File: src/rtl/vga_pixel_fifo_if.sv
// Pixel stream handshake between the upstream pixel source and vga_pixel_fifo.
// master = pixel source, slave = FIFO.
interface vga_pixel_fifo_if;
  logic       pix_valid;
  logic [2:0] pix_data;   // {r,g,b}
  logic       pix_ready;

  modport master (output pix_valid, output pix_data, input pix_ready);
  modport slave  (input pix_valid, input pix_data, output pix_ready);
endinterface

File: src/rtl/vga_pixel_fifo.sv
// vga_pixel_fifo: buffers 3-bit RGB pixels between the upstream source and the
// DAC pins, pops one pixel per active-video cycle, delays syncs to match colour,
// flags underflow and resynchronises the source at every vblank rise.
// Optional feature macro: VGA_PIXEL_FIFO_UNDERFLOW_CNT_EN builds the saturating
// starved-pixel counter; without it underflow_count is tied to 0.
module vga_pixel_fifo #(
  parameter int DEPTH  = 16,
  parameter int ADDR_W = 4
) (
  input  logic                clk50,
  input  logic                rst,
  input  logic                hsync_in,
  input  logic                vsync_in,
  input  logic                hblank_in,
  input  logic                vblank_in,
  vga_pixel_fifo_if.slave     pix,
  output logic                frame_start,
  output logic                red_out,
  output logic                green_out,
  output logic                blue_out,
  output logic                hsync_out,
  output logic                vsync_out,
  output logic                underflow,
  output logic [7:0]          underflow_count
);

  typedef enum logic [1:0] {ST_WAIT, ST_FILL, ST_RUN, ST_RESYNC} state_t;

  localparam logic [ADDR_W:0] L_DEPTH = (ADDR_W + 1)'(DEPTH);

  state_t            r_state;
  logic [2:0]        r_mem [DEPTH];
  logic [ADDR_W-1:0] r_wr_ptr;
  logic [ADDR_W-1:0] r_rd_ptr;
  logic [ADDR_W:0]   r_count;
  logic              r_vblank_d;
  logic [2:0]        r_rgb;
  logic              r_hsync;
  logic              r_vsync;
  logic              r_frame_start;
  logic              r_underflow;

  logic w_active;
  logic w_vb_rise;
  logic w_vb_fall;
  logic w_accepting;
  logic w_push;
  logic w_pop;
  logic w_starve;

  assign w_active    = !hblank_in && !vblank_in;
  assign w_vb_rise   = vblank_in && !r_vblank_d;
  assign w_vb_fall   = !vblank_in && r_vblank_d;
  assign w_accepting = (r_state == ST_FILL) || (r_state == ST_RUN);
  // A push on the vblank-rise cycle is dropped because that cycle flushes.
  assign w_push      = pix.pix_valid && pix.pix_ready && w_accepting && !w_vb_rise;
  // Only stored entries pop: a same-cycle push into an empty FIFO starves.
  assign w_pop       = w_active && (r_state == ST_RUN) && (r_count != '0);
  assign w_starve    = w_active && (r_state == ST_RUN) && (r_count == '0);

  // Ready depends on state and occupancy only; WAIT/RESYNC swallow input.
  always_comb begin
    if (rst) begin
      pix.pix_ready = 1'b0;
    end else begin
      case (r_state)
        ST_WAIT, ST_RESYNC: pix.pix_ready = 1'b1;
        ST_FILL, ST_RUN:    pix.pix_ready = (r_count != L_DEPTH);
        default:            pix.pix_ready = 1'b0;
      endcase
    end
  end

  // Pixel storage; contents are don't-care until written, so no reset.
  always_ff @(posedge clk50) begin
    if (w_push) begin
      r_mem[r_wr_ptr] <= pix.pix_data;
    end
  end

  // FIFO pointers, state machine and the registered output stage.
  always_ff @(posedge clk50 or posedge rst) begin
    if (rst) begin
      r_state       <= ST_WAIT;
      r_wr_ptr      <= '0;
      r_rd_ptr      <= '0;
      r_count       <= '0;
      r_vblank_d    <= 1'b1;
      r_rgb         <= 3'b000;
      r_hsync       <= 1'b1;
      r_vsync       <= 1'b1;
      r_frame_start <= 1'b0;
      r_underflow   <= 1'b0;
    end else begin
      r_vblank_d    <= vblank_in;
      r_hsync       <= hsync_in;
      r_vsync       <= vsync_in;
      r_frame_start <= w_vb_rise;
      r_rgb         <= w_pop ? r_mem[r_rd_ptr] : 3'b000;
      if (w_starve) begin
        r_underflow <= 1'b1;
      end
      if (w_vb_rise) begin
        // Frame boundary: drop everything and let the source restart at (0,0).
        r_wr_ptr <= '0;
        r_rd_ptr <= '0;
        r_count  <= '0;
        r_state  <= ST_FILL;
      end else begin
        if (w_push) begin
          r_wr_ptr <= r_wr_ptr + 1'b1;
        end
        if (w_pop) begin
          r_rd_ptr <= r_rd_ptr + 1'b1;
        end
        case ({w_push, w_pop})
          2'b10:   r_count <= r_count + 1'b1;
          2'b01:   r_count <= r_count - 1'b1;
          default: r_count <= r_count;
        endcase
        case (r_state)
          ST_WAIT:   r_state <= ST_WAIT;
          ST_FILL:   r_state <= w_vb_fall ? ST_RUN : ST_FILL;
          ST_RUN:    r_state <= w_starve ? ST_RESYNC : ST_RUN;
          ST_RESYNC: r_state <= ST_RESYNC;
          default:   r_state <= ST_WAIT;
        endcase
      end
    end
  end

`ifdef VGA_PIXEL_FIFO_UNDERFLOW_CNT_EN
  logic [7:0] r_uf_cnt;

  // Saturating count of starved active pixels.
  always_ff @(posedge clk50 or posedge rst) begin
    if (rst) begin
      r_uf_cnt <= 8'd0;
    end else if (w_starve && (r_uf_cnt != 8'hFF)) begin
      r_uf_cnt <= r_uf_cnt + 8'd1;
    end else begin
      r_uf_cnt <= r_uf_cnt;
    end
  end

  assign underflow_count = r_uf_cnt;
`else
  assign underflow_count = 8'd0;
`endif

  assign frame_start = r_frame_start;
  assign red_out     = r_rgb[2];
  assign green_out   = r_rgb[1];
  assign blue_out    = r_rgb[0];
  assign hsync_out   = r_hsync;
  assign vsync_out   = r_vsync;
  assign underflow   = r_underflow;

endmodule
File: src/flat_wrapper.sv
// flat-port wrapper written by rule: the top's interface ports become plain ports
module vga_pixel_fifo_flat 
#(
  parameter int DEPTH  = 16,
  parameter int ADDR_W = 4
)
  (clk50, rst, hsync_in, vsync_in, hblank_in, vblank_in, frame_start, red_out, green_out, blue_out, hsync_out, vsync_out, underflow, underflow_count, pix_pix_valid, pix_pix_data, pix_pix_ready);
  vga_pixel_fifo_if pix_i ();
  input  logic clk50;
  input  logic rst;
  input  logic hsync_in;
  input  logic vsync_in;
  input  logic hblank_in;
  input  logic vblank_in;
  output logic frame_start;
  output logic red_out;
  output logic green_out;
  output logic blue_out;
  output logic hsync_out;
  output logic vsync_out;
  output logic underflow;
  output logic [7:0] underflow_count;
  input wire logic [$bits(pix_i.pix_valid)-1:0] pix_pix_valid;
  input wire logic [$bits(pix_i.pix_data)-1:0] pix_pix_data;
  output wire logic [$bits(pix_i.pix_ready)-1:0] pix_pix_ready;
  assign pix_i.pix_valid = pix_pix_valid;
  assign pix_i.pix_data = pix_pix_data;
  assign pix_pix_ready = pix_i.pix_ready;
  vga_pixel_fifo #(.DEPTH(DEPTH), .ADDR_W(ADDR_W)) u_core (.clk50(clk50), .rst(rst), .hsync_in(hsync_in), .vsync_in(vsync_in), .hblank_in(hblank_in), .vblank_in(vblank_in), .pix(pix_i), .frame_start(frame_start), .red_out(red_out), .green_out(green_out), .blue_out(blue_out), .hsync_out(hsync_out), .vsync_out(vsync_out), .underflow(underflow), .underflow_count(underflow_count));
endmodule
File: config.mk
export PLATFORM = sky130hd
export DESIGN_NAME = vga_pixel_fifo_flat
export DESIGN_NICKNAME = d
export VERILOG_FILES = /design/src/rtl/vga_pixel_fifo_if.sv /design/src/rtl/vga_pixel_fifo.sv /design/src/flat_wrapper.sv
export SDC_FILE = /design/constraint.sdc
export NUM_CORES = 1
export LEC_CHECK = 0
export CORE_UTILIZATION = 50
export CTS_CLUSTER_SIZE = 16
export DETAILED_ROUTE_END_ITERATION = 7
export HOLD_SLACK_MARGIN = 0.12
export PLACE_DENSITY = 0.78
export SYNTH_ARGS = -nofsm -noshare
export SYNTH_HDL_FRONTEND = slang
export SYNTH_SLANG_ARGS = --single-unit
export TNS_END_PERCENT = 5
File: constraint.sdc
create_clock -name clk50 -period 3.2 [get_ports clk50]
set_clock_uncertainty 0.2 [all_clocks]
set_input_delay 0.64 -clock clk50 [delete_from_list [all_inputs] [get_ports clk50]]
set_output_delay 0.64 -clock clk50 [all_outputs]
set_load 0.03 [all_outputs]
* Word level (Yosys, flattened, before mapping)
Memories as Yosys holds them, arrays and structs flattened.
Index checks and enable logic that the tools add are counted.
Widths: inputs -> output; s select.
** Operators by class
- Add/sub/neg operators :: 4
- Multipliers :: 0
- Div/mod/pow operators :: 0
- $lt $le $gt $ge :: 0
- Eq/ne operators :: 6
- Shift operators :: 0
- Multiplexer cells :: 15
- Bitwise gates (word level) :: 0
- Reduce and logical (&&, ||, !) cells :: 22
** Operators with widths (number)
- $mux 4 :: 4
- $pmux 5 s2 :: 1
- $logic_and 1x1->1 :: 9
- $add 4x1->4 const B :: 2
- $pmux 2 s4 :: 1
- $eq 2x2->1 const B :: 3
- $add 5x1->5 const B :: 1
- $logic_not 5->1 :: 1
- $mux 5 :: 1
- $ne 5x5->1 const B :: 1
- $reduce_bool 5->1 :: 1
- $sub 5x1->5 const B :: 1
- $eq 2x1->1 const B :: 2
- $logic_not 1->1 :: 4
- $mux 1 :: 4
- $mux 2 :: 2
- $reduce_bool 2->1 :: 2
- $reduce_or 2->1 :: 2
- $mux 3 :: 1
- $reduce_bool 3->1 :: 1
- $logic_not 2->1 :: 1
- $pmux 1 s2 :: 1
- $logic_or 1x1->1 :: 1
** Word-level totals
- Register bits :: 23
- Bits in latches :: 0
- Memory bits (writable) :: 48
- ROM bits :: 0
- Output and inout bits :: 16
- Word-level logic and storage cells :: 58
- Memories :: 1
** Memory list
- u_core.r_mem :: depth 16, width 3, rd ports 1, clocked after Yosys merged registers in 0, write ports 1, RTL line vga_pixel_fifo.sv:32 : logic [2:0] r_mem [DEPTH];

* Depth between registers and ports, before layout
- Word-level depth :: 10
- Depth in mapped cells :: 13

* Worst setup path before layout
OpenSTA, ideal clock, no wires.
- Kind :: in2reg
- Start point :: in vblank_in
- End point :: reg u_core.r_count[2]
- Library setup time :: 0.078 ns
- Arrival time :: 2.780 ns
- Data required time :: 2.922 ns
- Path slack :: 0.142 ns
- Stages :: 11
- Path through :: or3b_2 a21o_1 inv_1 ha_1 buf_2 xor2_1 ha_1 a21o_1 xnor2_1 or3_1 a21oi_1
** On the way
- Cells in the longest elaborated chain, start to end :: 7
- Elaborated cells on any way between the ends :: 12
- Classes of those cells :: eq/ne (2); mux (2); reduce/logical (8)
** Ends and longest elaborated chain
- from (decl) :: RTL line flat_wrapper.sv:14 : input logic vblank_in;
- $logic_not 1->1 :: RTL line vga_pixel_fifo.sv:51 : assign w_active = !hblank_in && !vblank_in;
- $logic_and 1x1->1 :: RTL line vga_pixel_fifo.sv:51
- $logic_and 1x1->1 (2 in a row) :: RTL line vga_pixel_fifo.sv:58 : assign w_pop = w_active && (r_state == ST_RUN) && (r_count != '0);
- $eq 2x1->1 or $eq 2x2->1 (tied branches) :: RTL line vga_pixel_fifo.sv:116 : case ({w_push, w_pop})
- $pmux 5 s2 :: RTL line vga_pixel_fifo.sv:116
- $mux 5 :: RTL line vga_pixel_fifo.sv:103 : if (w_vb_rise) begin
- to (signal assigned) :: RTL line vga_pixel_fifo.sv:117 : 2'b10: r_count <= r_count + 1'b1;
- to (signal assigned) :: RTL line vga_pixel_fifo.sv:118 : 2'b01: r_count <= r_count - 1'b1;
- to (signal assigned) :: RTL line vga_pixel_fifo.sv:119 : default: r_count <= r_count;
- to (decl) :: RTL line vga_pixel_fifo.sv:35 : logic [ADDR_W:0] r_count;
Parallel ways exist; a longest one is shown, timed or not.
A chain may end at the register's enable or synchronous reset.

* Worst setup path after layout
Same ends and word-level chain as after synthesis.

==> out/results.txt <==
Status - finished with violations
Failing checks - design-rule violations
Sequential fraction of the synthesis area - 59.9%
Routed WL - 5.95 mm
YS warnings - 0
Synth Cell Area - 3370 sq um
FFs w/ async S/R, synth - 32.4%
Clk network pwr share - 36.2%
Final HPWL DP - 4.31 mm
Area of the multi-input gates - 1210 sq um
Area delta synth->final - 13.5%
Unrepaired setup endpoints after global routing - no
Htree depth - 3
Maximum root-to-sink buffer count - 2
DRT iter0 DRCs - 131
Starting Density - 52.5%
Endpoints failing hold - 0
Global-route wire length before repair - 9.71 mm
Worst-path clk slew - 70 ps
Buffers on Ports - 17
Worst path max stage delay - 480 ps
CTS Buf Count - 9
Post-CTS Setup Bufs - 0
CTS resizes - 0
WHS - 265 ps
Layout Cells excl Fill - 352
Skew-Pair Late Insertion Delay - 330 ps
Die X - 84.1 um
Nets - 293
R2R depth - 10
Post-Place Cells - 336
Storage cell area - 2020 sq um
Most common flop cell mapped by yosys - edfxtp_1
EDFF count, synth - 48
Num ports - 26
ANT nets after route - 0
Flop pwr share - 55.8%
Syn Area/Cell - 13.9 sq um
Clock root buffer master - clkbuf_8
Worst Setup End Kind - flip-flop
CP arrival - 3030 ps
Hold depth - 1
#FFs+latches synth - 71
Wire per inst - 16.9 um
Filler cells - 493
Most common cell after layout, fill and taps aside - edfxtp_1
Fmax - 336 MHz
Largest net degree at the start of global routing - 24
Maxcap violations - 0
Vias/cell - 5.70
Critical R2R Launch - u_core.r_count[1]$_DFFE_PP0P_
Core Box Area - 6420 sq um
Commonest cells after routing, fill and taps aside - 48 x edfxtp_1, 20 x dfrtp_1, 17 x clkdlybuf4s50_1
Worst-Margin Slew - 658 ps
Leakage power - 0.00143 uW
Sw Share - 22.3%
Cell chain of the critical path - clkdlybuf4s50_1 > or3b_2 > a21o_1 > inv_1 > ha_1 > xor2_1 > ha_1 > a21o_1 > xnor2_1 > or3_1 > a21oi_1
Combinational share of power - 8.0%
Die ar. - 7080 sq um
Delay-heaviest family, CP - simple AND/OR/NAND/NOR gates
Int Power - 1420 uW
# setup viols final - 0
Initial antenna violation count - 0
CTS sink count - 71
Share of layout cells above drive strength 1 - 18.2%
Req. time, crit path - 3260 ps
DR pass1 iterations - 7
Post-route cell area - 3830 sq um
Tcrit/Tclk final - 92.9%
Setup TNS - 0 ps
CTS Hold Buffers Added - 0
# diodes - 0
Slew Viols, Final - 0
Relative max-transition margin - 55.5%
Slowest cell on crit path - or3b_2
Fin crit period - 2970 ps
Setup CP Type - input pin to flip-flop
HP Class - flip-flop to flip-flop
Die height - 84.1 um
Worst-path fanout max - 3
Post-DP Area - 3640 sq um
Cells after Synth - 242
Gr ovfl total - 0
VDD IR max - 0.000230 V
Worst hold endpoint - u_core.underflow$_DFFE_PP0P_
Hold_sp - u_core.underflow$_DFFE_PP0P_
NetSw - 406 uW
Critical path launch point type - input pin
Reg-to-reg endpoint - u_core.r_count[4]$_DFFE_PP0P_
Tot GR Track Use - 18.6%
Pwr Density - 476 nW/um^2
Routability cong. - 0.841
R2r setup slk - 310 ps
Vias - 2005
WP buf/inv - 2
Row Count - 29
DR DRC count - 8
Synth cell types - 54
Vias in the first global route - 1978
CTS tree - yes
[metal layers]
metal	track usage, %	vias to the layer above	part of all wire [%]
met5	0	-	0
met4	7.99	0	1.3
met3	4.65	6	4.8
met2	29.0	60	49
met1	25.0	1000	45
li1	-	939	-
[stage by stage]
| step | utilization [%] | setup WS [ps] | power (uW) |
|---|---|---|---|
| finish | 59.6 | 228 | 1820 |
| global route | 59.6 | 88.5 | 1900 |
| CTS | 59.6 | 254 | 1830 |
| floorplan | - | 142 | 1130 |
| global placement | 56.7 | -25.6 | 1180 |
| detailed placement | 56.7 | -105 | 1180 |
[synthesized netlist by cell type (all sizes together), types with 2 or more instances]
| master | instances | area (sq um) |
|---|---|---|
| a211oi | 4 | 30.0 |
| a21o | 2 | 15.0 |
| a21oi | 7 | 38.8 |
| and2 | 8 | 50.1 |
| buf | 15 | 104 |
| clkbuf | 6 | 22.5 |
| dfrtp | 20 | 500 |
| dfstp | 3 | 78.8 |
| edfxtp | 48 | 1440 |
| ha | 13 | 163 |
| inv | 11 | 41.3 |
| mux2 | 3 | 33.8 |
| mux2i | 5 | 50.1 |
| mux4 | 11 | 248 |
| nand2 | 12 | 45.0 |
| nand2b | 2 | 12.5 |
| nand3 | 5 | 25.0 |
| nand3b | 2 | 15.0 |
| nand4 | 2 | 12.5 |
| nor2 | 13 | 51.3 |
| nor2b | 3 | 18.8 |
| nor3 | 7 | 35.0 |
| nor4 | 2 | 27.5 |
| o2111ai | 2 | 35.0 |
| o211ai | 2 | 15.0 |
| o21ai | 7 | 35.0 |
| or4 | 2 | 18.8 |
| xnor2 | 4 | 35.0 |
| xor2 | 3 | 26.3 |
[worst max-delay path by stage]
stage / start / endpoint / slack [ps] / depth (start not counted)
floorplan: vblank_in / u_core.r_count[2]$_DFFE_PP0P_ / 140 / 11
global placement: vblank_in / u_core.r_count[2]$_DFFE_PP0P_ / -30 / 11
detailed placement: vblank_in / u_core.r_count[2]$_DFFE_PP0P_ / -100 / 11
CTS: vblank_in / u_core.r_count[2]$_DFFE_PP0P_ / 250 / 11
global route: vblank_in / u_core.r_count[2]$_DFFE_PP0P_ / 90 / 11
finish: vblank_in / u_core.r_count[2]$_DFFE_PP0P_ / 230 / 11
[layout make-up]
| cell class | count | area share, % |
|---|---|---|
| multi-input combinational | 146 | 31.6 |
| inverter | 11 | 1.08 |
| timing repair buffer | 31 | 7.19 |
| clock buffer | 12 | 3.53 |
| clock inverter | 4 | 1.24 |
| tap | 77 | 2.52 |
| sequential | 71 | 52.8 |
[worst register-to-register path, delay by kind of cell (launching register included)]
kind                       cells  cell delay, ps
DFF                            1             490
buffers and inverters          2             230
AOI/OAI and AO/OA              3             720
and+or+nand+nor                3             780
adders and majority gates      2             420
[sequential cells by signal (all words and copies together) (netlist names)]
name                flops
u_core.r_mem           48
u_core.r_count          5
u_core.r_rd_ptr         4
u_core.r_wr_ptr         4
u_core.r_rgb            3
u_core.r_state          2
u_core.frame_start      1
u_core.hsync_out        1
u_core.r_vblank_d       1
u_core.underflow        1
u_core.vsync_out        1
[kinds of logic after synthesis]
group                    after synthesis  share of synthesized area (%)
AO/OA/AOI/OAI                         30                           6.61
XOR/XNOR                               7                           1.82
adder cells (fa/ha/maj)               13                           4.82
buffers and inverters                 32                           4.97
flip-flops                            71                           59.9
multiplexers                          19                           9.83
other                                  1                          0.111
AND/OR/NAND/NOR                       69                           11.9
[power by group through the flow]
| stage | Combinational (uW) | Clock, uW | Sequential (uW) |
|---|---|---|---|
| after floorplan | 93.8 | 0 | 1040 |
| after global placement | 144 | 0 | 1030 |
| after detailed placement | 147 | 0 | 1040 |
| after CTS | 148 | 670 | 1020 |
| after global routing | 159 | 718 | 1020 |
| final | 146 | 658 | 1020 |
(Power assumes the default switching activity.)
